==> src/rtl/cpu_types_pkg.sv <==
// Shared types and constants for the instruction-fetch stage.
package cpu_types_pkg;

  typedef logic [31:0] word_t;

  typedef enum logic [1:0] {
    FETCH   = 2'd0,
    DISCARD = 2'd1,
    HALTED  = 2'd2
  } fetch_state_t;

  localparam word_t PC_INC = 32'd4;

  // Every PC that enters curr_pc is word aligned.
  function automatic word_t align_pc(input word_t pc);
    return {pc[31:2], 2'b00};
  endfunction

endpackage

==> src/rtl/fetch_if.sv <==
// Fetch-stage bundle: imem request, predictor lookup, EX redirect and the
// IF/ID latch contents. The fetch unit is the master side.
interface fetch_if;
  import cpu_types_pkg::*;

  // imem / predictor side
  word_t curr_pc;
  logic  imemREN;
  logic  ihit;
  word_t imemload;
  word_t bp_pc;
  logic  btb_hit;

  // pipeline control
  logic  branch_flush;
  word_t flush_pc;
  logic  stall;
  logic  halt;

  // IF/ID latch
  logic  if_valid;
  word_t if_instr;
  word_t if_pc;
  word_t if_npc;
  logic  if_pred_taken;
  word_t if_pred_target;

  modport master (
    output curr_pc, imemREN,
    output if_valid, if_instr, if_pc, if_npc, if_pred_taken, if_pred_target,
    input  ihit, imemload, bp_pc, btb_hit,
    input  branch_flush, flush_pc, stall, halt
  );

  modport slave (
    input  curr_pc, imemREN,
    input  if_valid, if_instr, if_pc, if_npc, if_pred_taken, if_pred_target,
    output ihit, imemload, bp_pc, btb_hit,
    output branch_flush, flush_pc, stall, halt
  );

endinterface

==> src/rtl/fetch_npc.sv <==
// Combinational next-PC select: flush, pending redirect, prediction or
// sequential, with the result forced word aligned.
module fetch_npc
  import cpu_types_pkg::*;
(
  input  fetch_state_t state_i,
  input  word_t        curr_pc_i,
  input  word_t        redir_pc_i,
  input  word_t        flush_pc_i,
  input  word_t        bp_pc_i,
  input  logic         btb_hit_i,
  input  logic         branch_flush_i,
  input  logic         ihit_i,
  input  logic         stall_i,
  input  logic         halt_i,
  output word_t        seq_pc_o,
  output word_t        npc_o
);

  word_t sel_pc;

  // Wraps naturally modulo 2^32.
  assign seq_pc_o = curr_pc_i + PC_INC;

  // Pick the PC for the next edge; the PC only moves once a request completes.
  always_comb begin
    // NOTE: default-assign first so every path drives sel_pc and no latch is inferred.
    sel_pc = curr_pc_i;
    unique case (state_i)
      FETCH: begin
        if (branch_flush_i) begin
          if (ihit_i) sel_pc = flush_pc_i;
        end else if (!halt_i && !stall_i && ihit_i) begin
          sel_pc = btb_hit_i ? bp_pc_i : seq_pc_o;
        end
      end
      DISCARD: begin
        // A flush landing with the pending hit is the youngest redirect.
        if (ihit_i) begin
          if (branch_flush_i)  sel_pc = flush_pc_i;
          else if (!halt_i)    sel_pc = redir_pc_i;
        end
      end
      default: sel_pc = curr_pc_i;
    endcase
  end

  assign npc_o = align_pc(sel_pc);

endmodule

==> src/rtl/fetch_unit.sv <==
// Instruction-fetch stage: owns the PC, issues imem reads, consumes branch
// predictions and EX redirects, and fills the IF/ID latch.
module fetch_unit
  import cpu_types_pkg::*;
#(
  parameter word_t RESET_PC = 32'h0000_0000
) (
  input logic   CLK,
  input logic   nRST,
  fetch_if.master fif
);

  fetch_state_t state_q;
  word_t        curr_pc_q, curr_pc_d;
  word_t        redir_pc_q;
  word_t        seq_pc;
  logic         if_valid_q;
  word_t        if_instr_q, if_pc_q, if_npc_q, if_pred_target_q;
  logic         if_pred_taken_q;

  fetch_npc u_npc (
    .state_i        (state_q),
    .curr_pc_i      (curr_pc_q),
    .redir_pc_i     (redir_pc_q),
    .flush_pc_i     (fif.flush_pc),
    .bp_pc_i        (fif.bp_pc),
    .btb_hit_i      (fif.btb_hit),
    .branch_flush_i (fif.branch_flush),
    .ihit_i         (fif.ihit),
    .stall_i        (fif.stall),
    .halt_i         (fif.halt),
    .seq_pc_o       (seq_pc),
    .npc_o          (curr_pc_d)
  );

  // Fetch FSM with the PC, pending redirect and IF/ID latch as registered outputs.
  // NOTE: sequential state uses non-blocking assignments so every register samples pre-edge values.
  always_ff @(posedge CLK or negedge nRST) begin
    if (!nRST) begin
      state_q          <= FETCH;
      curr_pc_q        <= align_pc(RESET_PC);
      redir_pc_q       <= '0;
      if_valid_q       <= 1'b0;
      if_instr_q       <= '0;
      if_pc_q          <= '0;
      if_npc_q         <= '0;
      if_pred_taken_q  <= 1'b0;
      if_pred_target_q <= '0;
    end else begin
      curr_pc_q <= curr_pc_d;
      unique case (state_q)
        FETCH: begin
          if (fif.branch_flush) begin
            if_valid_q <= 1'b0;
            if (!fif.ihit) begin
              // Request still in flight: remember where to go once it lands.
              redir_pc_q <= align_pc(fif.flush_pc);
              state_q    <= DISCARD;
            end
          end else if (fif.halt) begin
            if_valid_q <= 1'b0;
            state_q    <= HALTED;
          end else if (fif.stall) begin
            // Hold the latch; the word is re-read next cycle.
            if_valid_q <= if_valid_q;
          end else if (fif.ihit) begin
            if_valid_q       <= 1'b1;
            if_instr_q       <= fif.imemload;
            if_pc_q          <= curr_pc_q;
            if_npc_q         <= seq_pc;
            if_pred_taken_q  <= fif.btb_hit;
            if_pred_target_q <= fif.bp_pc;
          end else begin
            if_valid_q <= 1'b0;
          end
        end
        DISCARD: begin
          if_valid_q <= 1'b0;
          if (fif.branch_flush) begin
            if (fif.ihit) state_q    <= FETCH;
            else          redir_pc_q <= align_pc(fif.flush_pc);
          end else if (fif.halt) begin
            state_q <= HALTED;
          end else if (fif.ihit) begin
            state_q <= FETCH;
          end
        end
        HALTED: begin
          if_valid_q <= 1'b0;
        end
        default: begin
          state_q    <= FETCH;
          if_valid_q <= 1'b0;
        end
      endcase
    end
  end

  assign fif.curr_pc        = curr_pc_q;
  assign fif.imemREN        = (state_q != HALTED);
  assign fif.if_valid       = if_valid_q;
  assign fif.if_instr       = if_instr_q;
  assign fif.if_pc          = if_pc_q;
  assign fif.if_npc         = if_npc_q;
  assign fif.if_pred_taken  = if_pred_taken_q;
  assign fif.if_pred_target = if_pred_target_q;

endmodule

==> src/flat_wrapper.sv <==
// flat-port wrapper written by rule: the top's interface ports become plain ports
module fetch_unit_flat import cpu_types_pkg::*;
#(
  parameter word_t RESET_PC = 32'h0000_0000
)
  (CLK, nRST, fif_curr_pc, fif_imemREN, fif_if_valid, fif_if_instr, fif_if_pc, fif_if_npc, fif_if_pred_taken, fif_if_pred_target, fif_ihit, fif_imemload, fif_bp_pc, fif_btb_hit, fif_branch_flush, fif_flush_pc, fif_stall, fif_halt);
  fetch_if fif_i ();
  input logic CLK;
  input logic nRST;
  output wire logic [$bits(fif_i.curr_pc)-1:0] fif_curr_pc;
  output wire logic [$bits(fif_i.imemREN)-1:0] fif_imemREN;
  output wire logic [$bits(fif_i.if_valid)-1:0] fif_if_valid;
  output wire logic [$bits(fif_i.if_instr)-1:0] fif_if_instr;
  output wire logic [$bits(fif_i.if_pc)-1:0] fif_if_pc;
  output wire logic [$bits(fif_i.if_npc)-1:0] fif_if_npc;
  output wire logic [$bits(fif_i.if_pred_taken)-1:0] fif_if_pred_taken;
  output wire logic [$bits(fif_i.if_pred_target)-1:0] fif_if_pred_target;
  input wire logic [$bits(fif_i.ihit)-1:0] fif_ihit;
  input wire logic [$bits(fif_i.imemload)-1:0] fif_imemload;
  input wire logic [$bits(fif_i.bp_pc)-1:0] fif_bp_pc;
  input wire logic [$bits(fif_i.btb_hit)-1:0] fif_btb_hit;
  input wire logic [$bits(fif_i.branch_flush)-1:0] fif_branch_flush;
  input wire logic [$bits(fif_i.flush_pc)-1:0] fif_flush_pc;
  input wire logic [$bits(fif_i.stall)-1:0] fif_stall;
  input wire logic [$bits(fif_i.halt)-1:0] fif_halt;
  assign fif_curr_pc = fif_i.curr_pc;
  assign fif_imemREN = fif_i.imemREN;
  assign fif_if_valid = fif_i.if_valid;
  assign fif_if_instr = fif_i.if_instr;
  assign fif_if_pc = fif_i.if_pc;
  assign fif_if_npc = fif_i.if_npc;
  assign fif_if_pred_taken = fif_i.if_pred_taken;
  assign fif_if_pred_target = fif_i.if_pred_target;
  assign fif_i.ihit = fif_ihit;
  assign fif_i.imemload = fif_imemload;
  assign fif_i.bp_pc = fif_bp_pc;
  assign fif_i.btb_hit = fif_btb_hit;
  assign fif_i.branch_flush = fif_branch_flush;
  assign fif_i.flush_pc = fif_flush_pc;
  assign fif_i.stall = fif_stall;
  assign fif_i.halt = fif_halt;
  fetch_unit #(.RESET_PC(RESET_PC)) u_core (.CLK(CLK), .nRST(nRST), .fif(fif_i));
endmodule
==> config.mk <==
export PLATFORM = sky130hd
export DESIGN_NAME = fetch_unit_flat
export DESIGN_NICKNAME = d
export VERILOG_FILES = /design/src/rtl/cpu_types_pkg.sv /design/src/rtl/fetch_if.sv /design/src/rtl/fetch_npc.sv /design/src/rtl/fetch_unit.sv /design/src/flat_wrapper.sv
export SDC_FILE = /design/constraint.sdc
export NUM_CORES = 1
export LEC_CHECK = 0
export CORE_MARGIN = 10
export CORE_UTILIZATION = 47
export CTS_CLUSTER_SIZE = 16
export DETAILED_ROUTE_END_ITERATION = 8
export GPL_TIMING_DRIVEN = 0
export PLACE_DENSITY = 0.81
export SYNTH_ARGS = -nofsm -noshare
export SYNTH_HDL_FRONTEND = slang
export SYNTH_SLANG_ARGS = --single-unit
==> constraint.sdc <==
create_clock -name CLK -period 2.1 [get_ports CLK]
set_input_delay 0.42 -clock CLK [delete_from_list [all_inputs] [get_ports CLK]]
set_output_delay 0.42 -clock CLK [all_outputs]
set_load 0.005 [all_outputs]
==> metrics.md <==
| Metric | Value |
|---|---|
| Data required, critical path | `between 2 and 2.5 ns` |
| Clk slew on worst S/H paths | `around 0.070 ns` |
| GRT Total Usage | `between 20% and 30%` |
| Measured slew at the worst slew-check pin | `roughly 0.7 ns` |
| Router iterations before antenna repair | `5` |
| Area Overhead vs Synth | `42.1%` |
| Count of buffers from port buffering | `255` |
| Total CTS buffers | `17` |
| Fillers | `roughly 1400` |
| Post-layout util | `67.6%` |
| I/O pin total | `approximately 270` |
| Crit Path Class | `flip-flop to flip-flop` |
| Final nets | `1292` |
| Mapped Cells | `909` |
| Die Area | `23800 um^2` |
| Clock Sinks | `about 190` |
| CP Capture Type | `flip-flop` |
| Initial antenna violation count | `3` |
| Starting Density | `47.6%` |
| Die Ht | `between 150 and 200 um` |
| Grt ovf | `0` |
| Hold WC Path Type | `input port to async pin` |
| Place WS | `-0.650 ns` |
| Yosys top cell area share | `a little under three fifths` |
| Vias per std cell | `~5.5` |
| Asr flop ratio synth | `100%` |
| Max VDD drop | `0.000693 V` |
| Final Hold Vio Count | `0` |
| Max Cap Viol | `0` |
| EDFF count, synth | `0` |
| Status | `finished clean` |
| CORE AREA | `about 18000 um^2` |
| Reg power frac | `a little over two fifths` |
| Post-DP HPWL | `roughly 22 mm` |
| RSZ-0062 raised after global routing | `yes` |
| First-pass GRT wire length | `approximately 45 mm` |
| # DRC | `0` |
| Fmax | `approximately 0.48 GHz` |
| Overall via count from detail_route | `7842` |
| Clock power share | `20.0%` |
| Worst skew pair latency | `0.44 ns` |
| Netlist cell types | `56` |
| Area leader, netlist | `dfrtp_1` |
| CP arrival | `2.40 ns` |
| Crit Path Max Fanout | `10` |
| Yosys warning count | `0` |
| Worst slew margin | `52.7%` |
| FP Rows | `a little under 50` |
| Register Area | `4720 um^2` |
| FF-to-FF Start | `u_core.state_q[0]` |
| Part of the power in combinational logic | `37.6%` |
| Htree depth | `4` |
| Critical R2R Capture | `u_core.fif.curr_pc[16]` |
| Share of layout cells above drive strength 1 | `11.3%` |
| FF+latch count, synth | `roughly 190` |
| Vias in the first global route | `7905` |
| Leak pwr | `around 5.4 nW` |
| Final worst setup slack | `~0.0063 ns` |
| Clk root buf | `clkbuf_16` |
| Finish-stage setup viols | `0` |
| Sw frac | `~33%` |
| Startpoint Class | `flip-flop` |
| Sw Pwr | `approximately 5.0 mW` |
| Commonest cells in the netlist | `nand2_1, dfrtp_1, o21ai_0` |
| 1st-iter DRT viols | `just over 900` |
| Worst R2R Path Depth | `7` |
| Sequential-to-total area share from yosys stat | `between 50 and 60%` |
| Layout Skew | `0.00866 ns` |
| Pwr dens | `1290 nW/um^2` |
| Most used DFF post-synth | `dfrtp_1` |
| Hold slack final | `roughly 0.012 ns` |
| Final period util | `99.7%` |
| # hold bufs at CTS | `0` |
| Setup Total Neg Slack | `0 ns` |
| Slew Limit Fails | `0` |
| R2R setup slack | `~0.0063 ns` |
| Placer Congestion | `~0.90` |
| Syn Area/Cell | `slightly above 9 um^2` |
| Detailed Route WL | `29.3 mm` |
| Top cells by area, synth | `dfrtp_1, nand2_1, o21ai_0` |
| Longest Clk Path Bufs | `2` |
| Die width | `about 150 um` |
| Multi-input gate area in the final layout | `roughly 3500 um^2` |
| Post-Syn Area | `~8500 um^2` |
| Min Tclk post-route | `~2.1 ns` |
| Largest net degree at the start of global routing | `96` |
| Most common cell in the netlist | `nand2_1` |
| TritonCTS clock tree | `done` |
| Drt wl/cell | `approximately 20 um` |
| Int Power | `10.5 mW` |
| Final ANT Viol Nets | `0` |
## metal layers
layer	share of wire, %	vias up	track usage, %	wire (um)
met2	47	408	38.6	13900
met3	9.1	66	6.43	2660
met1	39	3746	29.5	11600
met4	4.1	0	11.4	1210
met5	0	-	0	0
li1	-	3622	-	-
## metrics by stage
stage,total power [mW],instances,area (um^2)
floorplan,8.39,914,8500
global placement,12.2,1398,11300
detailed placement,12.4,1399,11400
CTS,15.5,1430,12000
global route,16.4,1432,12100
finish,15.5,1432,12100
## power groups by stage
| stage | registers, mW | clock network [mW] | logic (mW) |
|---|---|---|---|
| floorplan | 6.38 | 0 | 2.00 |
| global placement | 6.40 | 0 | 5.76 |
| detailed placement | 6.49 | 0 | 5.91 |
| CTS | 6.48 | 3.15 | 5.90 |
| global route | 6.78 | 3.29 | 6.32 |
| finish | 6.57 | 3.11 | 5.83 |
## cells in the final DEF, fill, tap and decap left out, drive strengths merged, types with 3 or more instances in the layout
cell type,Yosys,routed
nand2,319,319
clkdlybuf4s50,0,252
dfrtp,188,188
o21ai,70,70
clkbuf,37,55
nor2,37,37
buf,30,34
mux2,29,29
a22oi,25,25
xor2,16,16
a21oi,15,15
inv,14,15
nand3,14,14
xnor2,12,12
nand4,11,11
a221oi,10,10
nor3,8,8
clkinv,0,7
a221o,6,6
conb,1,6
and3,5,5
a2bb2oi,5,5
o32a,5,5
o22ai,5,5
mux2i,5,5
a31oi,5,5
o31a,4,4
nand2b,3,3
nor4,3,3
## critical path, cell delays in order (launching register included)
cell and delay [ns]:
dfrtp_2 0.47, nor2_1 0.25, a221o_1 0.22, clkbuf_1 0.27, clkbuf_4 0.28, nor2_1 0.10, a221oi_1 0.24, o21ai_0 0.12
## worst max path at each step
stage / to / startpoint / slack [ns] / cells after the start
3_3_place_gp: u_core.fif.if_instr[26] / nRST / -7.29 / 1
4_1_cts: u_core.fif.if_npc[18] / u_core.fif.curr_pc[2] / -0.04 / 6
2_1_floorplan: u_core.fif.if_npc[25] / fif_branch_flush / 0.14 / 8
6_report: u_core.fif.curr_pc[16] / u_core.state_q[0] / 0.006 / 7
3_5_place_dp: u_core.fif.if_instr[3] / fif_halt / -0.65 / 7
5_1_grt: u_core.fif.curr_pc[17] / u_core.state_q[0] / -0.10 / 7
## repair_timing
action,in CTS,in global routing
buffers inserted,1,1
setup endpoints to repair,148,38
pin swaps,1,2
gates resized for setup,21,33
## final cells by class
class	count	area share (%)
tap	229	2.38
clock inverter	11	0.768
buffer	64	2.81
multi-input combinational	645	29.0
timing repair buffer	258	21.5
inverter	14	0.436
sequential	188	39.1
clock buffer	21	3.90
antenna	2	0.0415
## sequential cells by signal (all words and copies together) (netlist names)
register and cells:
u_core.fif.if_pred_target 32, u_core.fif.if_pc 30, u_core.redir_pc_q 30, u_core.state_q 2
u_core.fif.if_pred_taken 1, u_core.fif.if_npc 30, u_core.fif.if_valid 1, u_core.fif.if_instr 32
u_core.fif.curr_pc 30
## cell families after synthesis
| kind of cell | synth area share [%] |
|---|---|
| buf+inv | 4.35 |
| fa+ha+maj | 0.147 |
| xor+xnor | 2.89 |
| flops | 55.4 |
| other cells | 0.0442 |
| mux | 4.44 |
| compound gates | 12.6 |
| simple gates | 20.1 |
No activity file was read; power rests on OpenSTA's default activity.
